**src/rtl/priv_1_12_csr_arbiter_if.sv**
```systemverilog
// Bus bundle between the two CSR requesters, the arbiter and the CSR file port.
// Module: priv_1_12_csr_arbiter_if    Rev 1.0
`default_nettype none

interface priv_1_12_csr_arbiter_if #(
  parameter int NREQ = 2,
  parameter int XLEN = 32
);
  logic [NREQ-1:0]           req;
  logic [NREQ-1:0][11:0]     req_addr;
  logic [NREQ-1:0][1:0]      req_op;
  logic [NREQ-1:0][XLEN-1:0] req_wdata;
  logic [NREQ-1:0]           ack;
  logic [XLEN-1:0]           rdata;
  logic                      err;
  logic [11:0]               csr_addr;
  logic                      csr_mod;
  logic [XLEN-1:0]           new_csr_val;
  logic [XLEN-1:0]           old_csr_val;
  logic                      invalid_csr;

  // Environment view: requesters plus the CSR file
  modport master (
    output req, req_addr, req_op, req_wdata,
    input  ack, rdata, err,
    output old_csr_val, invalid_csr,
    input  csr_addr, csr_mod, new_csr_val
  );

  modport slave (
    input  req, req_addr, req_op, req_wdata,
    output ack, rdata, err,
    input  old_csr_val, invalid_csr,
    output csr_addr, csr_mod, new_csr_val
  );
endinterface

`default_nettype wire

```
**src/rtl/priv_1_12_csr_arbiter.sv**
```systemverilog
// Module: priv_1_12_csr_arbiter    Rev 1.0
// Round-robin arbiter running atomic read/modify/write CSR accesses; optional PRIV_CSR_ACCESS_CHECK_EN.
`default_nettype none

module priv_1_12_csr_arbiter #(
  parameter int NREQ = 2,
  parameter int XLEN = 32
) (
  input  wire logic       clk_i,
  input  wire logic       rst_i,
  input  wire logic [1:0] curr_priv_i,
  priv_1_12_csr_arbiter_if.slave bus
);

  localparam logic [1:0] S_IDLE = 2'd0;
  localparam logic [1:0] S_RD   = 2'd1;
  localparam logic [1:0] S_WR   = 2'd2;
  localparam logic [1:0] S_RSP  = 2'd3;

  localparam logic [1:0] OP_READ = 2'b00;
  localparam logic [1:0] OP_RW   = 2'b01;
  localparam logic [1:0] OP_RS   = 2'b10;

  logic [1:0]      state_q, state_d;
  logic            last_grant_q, last_grant_d;
  logic            gnt_q, gnt_d;
  logic [11:0]     addr_q, addr_d;
  logic [1:0]      op_q, op_d;
  logic [XLEN-1:0] wdata_q, wdata_d;
  logic [XLEN-1:0] rdata_q, rdata_d;
  logic            err_q, err_d;
  logic [XLEN-1:0] nv_q, nv_d;

  logic            gnt_sel;
  logic            need_wr;
  logic            fault;
  logic            priv_fault;
  logic            ro_fault;
  logic [XLEN-1:0] nv;

  // With both requesting, the one not served last wins
  assign gnt_sel = (&bus.req) ? ~last_grant_q : bus.req[1];

  assign need_wr = (op_q == OP_RW) || (op_q[1] && (wdata_q != '0));

  always_comb begin
    nv = bus.old_csr_val;
    case (op_q)
      OP_RW:   nv = wdata_q;
      OP_RS:   nv = bus.old_csr_val | wdata_q;
      OP_READ: nv = bus.old_csr_val;
      default: nv = bus.old_csr_val & ~wdata_q;
    endcase
  end

`ifdef PRIV_CSR_ACCESS_CHECK_EN
  assign priv_fault = (addr_q[9:8] > curr_priv_i);
  assign ro_fault   = need_wr && (addr_q[11:10] == 2'b11);
`else
  logic unused_priv;
  assign unused_priv = ^curr_priv_i;
  assign priv_fault  = 1'b0;
  assign ro_fault    = 1'b0;
`endif

  assign fault = bus.invalid_csr | priv_fault | ro_fault;

  always_ff @(posedge clk_i or posedge rst_i) begin
    if (rst_i) begin
      state_q      <= S_IDLE;
      last_grant_q <= 1'b1;
      gnt_q        <= 1'b0;
      addr_q       <= '0;
      op_q         <= '0;
      wdata_q      <= '0;
      rdata_q      <= '0;
      err_q        <= 1'b0;
      nv_q         <= '0;
    end else begin
      state_q      <= state_d;
      last_grant_q <= last_grant_d;
      gnt_q        <= gnt_d;
      addr_q       <= addr_d;
      op_q         <= op_d;
      wdata_q      <= wdata_d;
      rdata_q      <= rdata_d;
      err_q        <= err_d;
      nv_q         <= nv_d;
    end
  end

  always_comb begin
    state_d      = state_q;
    last_grant_d = last_grant_q;
    gnt_d        = gnt_q;
    addr_d       = addr_q;
    op_d         = op_q;
    wdata_d      = wdata_q;
    rdata_d      = rdata_q;
    err_d        = err_q;
    nv_d         = nv_q;
    case (state_q)
      S_IDLE: begin
        if (|bus.req) begin
          gnt_d        = gnt_sel;
          last_grant_d = gnt_sel;
          addr_d       = bus.req_addr[gnt_sel];
          op_d         = bus.req_op[gnt_sel];
          wdata_d      = bus.req_wdata[gnt_sel];
          state_d      = S_RD;
        end
      end
      S_RD: begin
        rdata_d = bus.old_csr_val;
        err_d   = fault;
        nv_d    = nv;
        state_d = (need_wr && !fault) ? S_WR : S_RSP;
      end
      S_WR:    state_d = S_RSP;
      default: state_d = S_IDLE;
    endcase
  end

  // Outputs decode straight from state so an async reset kills csr_mod at once
  always_comb begin
    bus.csr_addr    = addr_q;
    bus.csr_mod     = (state_q == S_WR);
    bus.new_csr_val = (state_q == S_WR) ? nv_q : '0;
    bus.ack         = '0;
    bus.rdata       = '0;
    bus.err         = 1'b0;
    if (state_q == S_RSP) begin
      bus.ack[gnt_q] = 1'b1;
      bus.rdata      = rdata_q;
      bus.err        = err_q;
    end
  end

endmodule

`default_nettype wire
```
**src/flat_wrapper.sv**
```systemverilog
// flat-port wrapper written by rule: the top's interface ports become plain ports
module priv_1_12_csr_arbiter_flat 
#(
  parameter int NREQ = 2,
  parameter int XLEN = 32
)
  (clk_i, rst_i, curr_priv_i, bus_req, bus_req_addr, bus_req_op, bus_req_wdata, bus_ack, bus_rdata, bus_err, bus_old_csr_val, bus_invalid_csr, bus_csr_addr, bus_csr_mod, bus_new_csr_val);
  priv_1_12_csr_arbiter_if #(.NREQ(NREQ), .XLEN(XLEN)) bus_i ();
  input  wire logic clk_i;
  input  wire logic rst_i;
  input  wire logic [1:0] curr_priv_i;
  input wire logic [$bits(bus_i.req)-1:0] bus_req;
  input wire logic [$bits(bus_i.req_addr)-1:0] bus_req_addr;
  input wire logic [$bits(bus_i.req_op)-1:0] bus_req_op;
  input wire logic [$bits(bus_i.req_wdata)-1:0] bus_req_wdata;
  output wire logic [$bits(bus_i.ack)-1:0] bus_ack;
  output wire logic [$bits(bus_i.rdata)-1:0] bus_rdata;
  output wire logic [$bits(bus_i.err)-1:0] bus_err;
  input wire logic [$bits(bus_i.old_csr_val)-1:0] bus_old_csr_val;
  input wire logic [$bits(bus_i.invalid_csr)-1:0] bus_invalid_csr;
  output wire logic [$bits(bus_i.csr_addr)-1:0] bus_csr_addr;
  output wire logic [$bits(bus_i.csr_mod)-1:0] bus_csr_mod;
  output wire logic [$bits(bus_i.new_csr_val)-1:0] bus_new_csr_val;
  assign bus_i.req = bus_req;
  assign bus_i.req_addr = bus_req_addr;
  assign bus_i.req_op = bus_req_op;
  assign bus_i.req_wdata = bus_req_wdata;
  assign bus_ack = bus_i.ack;
  assign bus_rdata = bus_i.rdata;
  assign bus_err = bus_i.err;
  assign bus_i.old_csr_val = bus_old_csr_val;
  assign bus_i.invalid_csr = bus_invalid_csr;
  assign bus_csr_addr = bus_i.csr_addr;
  assign bus_csr_mod = bus_i.csr_mod;
  assign bus_new_csr_val = bus_i.new_csr_val;
  priv_1_12_csr_arbiter #(.NREQ(NREQ), .XLEN(XLEN)) u_core (.clk_i(clk_i), .rst_i(rst_i), .curr_priv_i(curr_priv_i), .bus(bus_i));
endmodule
```
**config.mk**
```make
export PLATFORM = sky130hd
export DESIGN_NAME = priv_1_12_csr_arbiter_flat
export DESIGN_NICKNAME = d
export VERILOG_FILES = /design/src/rtl/priv_1_12_csr_arbiter_if.sv /design/src/rtl/priv_1_12_csr_arbiter.sv /design/src/flat_wrapper.sv
export SDC_FILE = /design/constraint.sdc
export NUM_CORES = 1
export LEC_CHECK = 0
export ABC_AREA = 1
export BUFFER_PORTS_ARGS = -buffer_cell sky130_fd_sc_hd__buf_2
export CELL_PAD_IN_SITES_DETAIL_PLACEMENT = 2
export CELL_PAD_IN_SITES_GLOBAL_PLACEMENT = 2
export CORE_ASPECT_RATIO = 1.75
export CORE_MARGIN = 2
export CORE_UTILIZATION = 30
export CTS_CLUSTER_DIAMETER = 50
export DETAILED_ROUTE_END_ITERATION = 7
export GPL_ROUTABILITY_DRIVEN = 0
export PLACE_DENSITY_LB_ADDON = 0.1
export SYNTH_ARGS = -nofsm -noshare
export SYNTH_HDL_FRONTEND = slang
export SYNTH_SLANG_ARGS = --single-unit
export TNS_END_PERCENT = 20
```
**constraint.sdc**
```tcl
create_clock -name clk_i -period 5.8 [get_ports clk_i]
set_input_delay 1.16 -clock clk_i [delete_from_list [all_inputs] [get_ports clk_i]]
set_output_delay 1.16 -clock clk_i [all_outputs]
set_load 0.05 [all_outputs]
```
After elaboration in Yosys (flattened, before gate mapping):

Cells that the tools add are included.
W data, S select, Z words.

* $add $sub $neg: 0
* $mul: 0
* divide/modulo/power cells: 0
* order comparisons: 3
* equality and inequality tests: 6
* shift-type cells: 0
* multiplexer cells: 17
* bitwise operators: 4
* reductions and logical operators: 11

Operators with widths (number)
* $mux W32: 4
* $pmux W32 S3: 1
* $and A32 B32 Y32: 1
* $not A32 Y32: 1
* $or A32 B32 Y32: 1
* $reduce_bool A32 Y1: 1
* $mux W12: 2
* $mux W2: 4
* $eq A2 B2 Y1 const B: 3
* $pmux W2 S3: 1
* $eq A2 B1 Y1 const B: 2
* $logic_not A2 Y1: 2
* $lt A1 B2 Y1 const B: 2
* $mux W1: 4
* $reduce_and A2 Y1: 2
* $logic_and A1 B1 Y1: 3
* $ne A2 B1 Y1 const B: 1
* $reduce_or A2 Y1: 1
* $demux W1 S1: 1
* $ge A1 B1 Y1 const B: 1
* $logic_not A1 Y1: 1
* $logic_or A1 B1 Y1: 1
* $not A1 Y1: 1

* bits in registers: 115
* bits in latches: 0
* RAM bits: 0
* bits in read-only memories: 0
* logic and storage cells: 50
* memories: 0

Longest topological paths before layout:

* depth in word-level cells: 6
* gate-level depth with buffers: 11
* mapped depth without buffers: 11

Worst setup path before layout:

No wires, ideal clock.

* path type: reg2out
* start point: reg u_core.state_q[0]
* end point: out bus_new_csr_val[2]
* data arrival time: 1.858 ns
* required time: 4.640 ns
* slack: 2.782 ns
* cell stages (with the launch flop): 7
* path through: dfrtp_1 -> inv_1 -> ha_1 -> clkbuf_1 -> clkbuf_1 -> nand2_1 -> inv_1

* word-level cells in the longest chain between the ends: 2

RTL lines
* from (decl): line priv_1_12_csr_arbiter.sv:24 `logic [1:0] state_q, state_d;`
* from (signal assigned): line priv_1_12_csr_arbiter.sv:80 `state_q <= state_d;`
* $eq A2 B2 Y1
* net bus_csr_mod: line flat_wrapper.sv:22 `output wire logic [$bits(bus_i.csr_mod)-1:0] bus_csr_mod;`
* $mux W32: line priv_1_12_csr_arbiter.sv:128 `bus.new_csr_val = (state_q == S_WR) ? nv_q : '0;`
* to (decl): line flat_wrapper.sv:23 `output wire logic [$bits(bus_i.new_csr_val)-1:0] bus_new_csr_val;`

The timed path passes the listed nets, and every way through them passes these cells.

Worst setup path in the final report:

* start point: reg u_core.state_q[0]
* end point: out bus_new_csr_val[26]

* word-level cells in the longest chain between the ends: 2

RTL lines (line)
* $eq A2 B2 Y1: priv_1_12_csr_arbiter.sv:128
* $mux W32: priv_1_12_csr_arbiter.sv:128

No other way between the ends.

==> reports/qor.csv <==
stage;metric;value;unit
run_status;status;finished clean;
sta;actual slew at the worst max-slew pin;0.930;ns
synth;largest family of logic cells by synthesized area;simple AND/OR/NAND/NOR gates;
setup_path;reg2reg path depth;7;
setup_path;R2R setup slack;3.10;ns
drt;initial DRC count;179;
setup_path;Worst Setup End Kind;output pin;
drt;drt first pass iters;4;
synth;Synth Area in Simple Gates;19.2;%
synth;Primary FF master, synth;dfrtp_1;
placement;dpl cells;1142;
clock_network;Root Driver;clkbuf_16;
synth;xor and xnor fraction of the mapped netlist area;0.274;%
final_layout;Nets;1052;
grt;largest net degree at the start of global routing;70;
pwr;Static Leak;4.15;nW
synth;synth cell count leaders;145 x nand2_1, 114 x dfrtp_1, 105 x inv_1, 96 x nor2_1, 66 x o21ai_0;
setup_path;Critical Path AT;2.35;ns
synth;Adder-Cell Fraction of Synth Area;1.05;%
setup_path;critical path class;reg -> out;
synth;Yosys Warn Count;0;
placement;PortBufs;208;
synth;most common cell in the netlist;nand2_1;
setup_path;worst reg2reg startpoint;u_core.state_q[1]$_DFFE_PP0P_;
synth;number of enable flip-flop cells after synthesis;0;
sta;RSZ-0062 raised after global routing;false;
sta;Slew HR;38.0;%
synth;syn_nets;868;
setup_path;Worst EP required;4.64;ns
synth;mux cell area share after synthesis;6.26;%
worst_hold_path;Hold WC Path Type;reg -> reg;
synth;Async SR Flop Fraction;100;%
synth;Seq/Total Area, Yosys;48.5;%
sta;Slew Viols, Final;0;
drt;DR DRC count;0;
setup_path;CP Launch Point;u_core.state_q[0]$_DFFE_PP0P_;
synth;register bit total from synthesis;115;
synth;Yosys top cell area share;48.1;%
floorplan;I/O pins;211;
pwr;maximum VDD drop;0.000264;V
sta;Hold Fails Final Rpt;0;
grt;vias in the first global route;6570;
setup_path;cell repeated most along the worst path;inv_1;
sta;period utilization;60.6;%
sta;Setup violations, final;0;
final_layout;Syn-to-layout area delta;30.3;%
synth;Syn Inst Count;732;
final_layout;Finished Core Util;39.5;%
floorplan;Cell Rows;68;
clock_network;hold_buf cts;0;
grt;first-pass GRT wire length;35000;um
clock_network;cts repair resizes;0;
sta;total negative setup slack;0;ns
sta;maximum operating frequency;285;MHz
drt;vias per cell;4.94;
setup_path;crit path cell chain;inv_1 -> ha_2 -> nand2_1 -> inv_1 -> buf_2;
clock_network;clk sinks;115;
drt;routed vias;5805;
drt;final WL;22200;um
drt;routed len/inst;18.9;um
worst_hold_path;Worst Hold Launch;u_core.last_grant_q$_DFFE_PP1P_;
floorplan;Die X;110;um
run;MaxCap Viol Count;0;
synth;synthesized area;5930;um^2
floorplan;total die area;21000;um^2
synth;Yosys cell types;22;
synth;main area contributors after synthesis;dfrtp_1 48%, nand2_1 9.2%, inv_1 6.6%, mux2_2 6.3%, nor2_1 6.1%;
clock_network;Setup Buffers After CTS;0;
floorplan;Die Height;190;um
grt;antenna violations before repair;0;
clock_network;clock buffer depth;2;
floorplan;core area;19600;um^2
clock_network;clock latency on the worst-skew pair;0.42;ns
clock_network;H-tree Lvls;4;
placement;DP Wirelength;15300;um
final_layout;non-filler cells, final;1174;
sta;fin crit period;3.51;ns
setup_path;CP max-delay cell;ha_2;
drt;DRT antenna net count;0;
setup_path;Crit Reg-Reg Endpoint;u_core.wdata_q[4]$_DFFE_PP0P_;
grt;total global-route track usage;22.1;%
grt;GRT overflow;0;
pwr;Final Power;0.00547;W
setup_path;Crit path largest cell delay;0.81;ns
setup_path;Worst Setup EP;bus_new_csr_val[26];
clock_network;CTS buffer count;17;
clock_network;CTS tree;done;
pwr;pwr/cell area;707;nW/um^2
floorplan;starting density of the core;30.3;%
setup_path;nature of the critical path startpoint;flip-flop;
synth;complex-gate fraction of the synthesized area;13.9;%
final_layout;layout cells sized above 1;31.2;%
clock_network;Worst-path clk slew;0.06;ns
synth;Avg Cell Area, Syn;8.11;um^2
sta;clock skew;0.0129;ns
final_layout;Antenna Cells;0;
synth;Synth area leader;dfrtp_1;
setup_path;maximum fanout along the worst path;34;
## where the power goes
| group | leakage (nW) | switching (W) | internal, W | total, W |
|---|---|---|---|---|
| Sequential | 1.33 | 0.000237 | 0.00122 | 0.00146 |
| Clock | 0.283 | 0.000398 | 0.000696 | 0.00109 |
| Combinational | 2.54 | 0.00209 | 0.000823 | 0.00292 |
| Total | 4.15 | 0.00273 | 0.00274 | 0.00547 |
## registers in the layout (all words and copies together) (netlist names)
register             cells
u_core.bus.csr_addr     12
u_core.err_q             1
u_core.gnt_q             1
u_core.last_grant_q      1
u_core.nv_q             32
u_core.op_q              2
u_core.rdata_q          32
u_core.state_q           2
u_core.wdata_q          32
## layer usage
| layer | GRT usage (%) | wire length [um] |
|---|---|---|
| met1 | 23.2 | 8130 |
| met2 | 43.1 | 12800 |
| met3 | 3.53 | 817 |
| met4 | 7.12 | 484 |
| met5 | 0 | 0 |
## per-stage QoR
| stage | instance area, um^2 | hold WS [ns] | setup slack [ns] |
|---|---|---|---|
| global route | 7730 | 0.523 | 2.13 |
| finish | 7730 | 0.496 | 2.29 |
| CTS | 7730 | 0.506 | 2.20 |
| global placement | 7120 | 0.466 | 2.77 |
| floorplan | 5930 | 0.453 | 1.60 |
| detailed placement | 7120 | 0.496 | 2.70 |
## layout by cell type (no fill, tap or decap), drive strengths merged
cell type	synthesis	final
buf	25	214
nand2	145	145
dfrtp	114	114
inv	105	105
nor2	96	96
o21ai	66	66
a31oi	45	45
o22ai	33	33
mux2	33	33
or2	32	32
clkbuf	24	19
clkinvlp	0	6
ha	5	5
clkinv	0	4
nand4	3	3
bufinv	0	3
nand3	2	2
xnor2	1	1
nor3	1	1
a21oi	1	1
dfstp	1	1
## final cells by class
class,count,area [um^2]
clock buffer,19,453
clock inverter,13,159
fill,2312,11800
inverter,105,397
multi-input combinational,463,2450
sequential,115,2880
tap,245,307
timing repair buffer,214,1090
## worst min-delay path by stage
stage               cells past startpoint                              end
detailed placement                      2  u_core.last_grant_q$_DFFE_PP1P_
finish                                  2  u_core.last_grant_q$_DFFE_PP1P_
CTS                                     2  u_core.last_grant_q$_DFFE_PP1P_
floorplan                               2  u_core.last_grant_q$_DFFE_PP1P_
global placement                        2  u_core.last_grant_q$_DFFE_PP1P_
global route                            2  u_core.last_grant_q$_DFFE_PP1P_
## kinds of logic after synthesis
group | after synthesis
fa+ha+maj | 5
xor+xnor | 1
compound gates | 145
mux | 33
buf+inv | 154
flops | 115
simple gates | 279
## worst max-delay path, delay by kind of cell (launching register included)
kind                     cells  cell delay, ns
AND/OR/NAND/NOR              1            0.15
flip-flops                   1            0.46
adder cells (fa/ha/maj)      1            0.81
buffers and inverters        3            0.51
No activity file was read; power rests on OpenSTA's default activity.
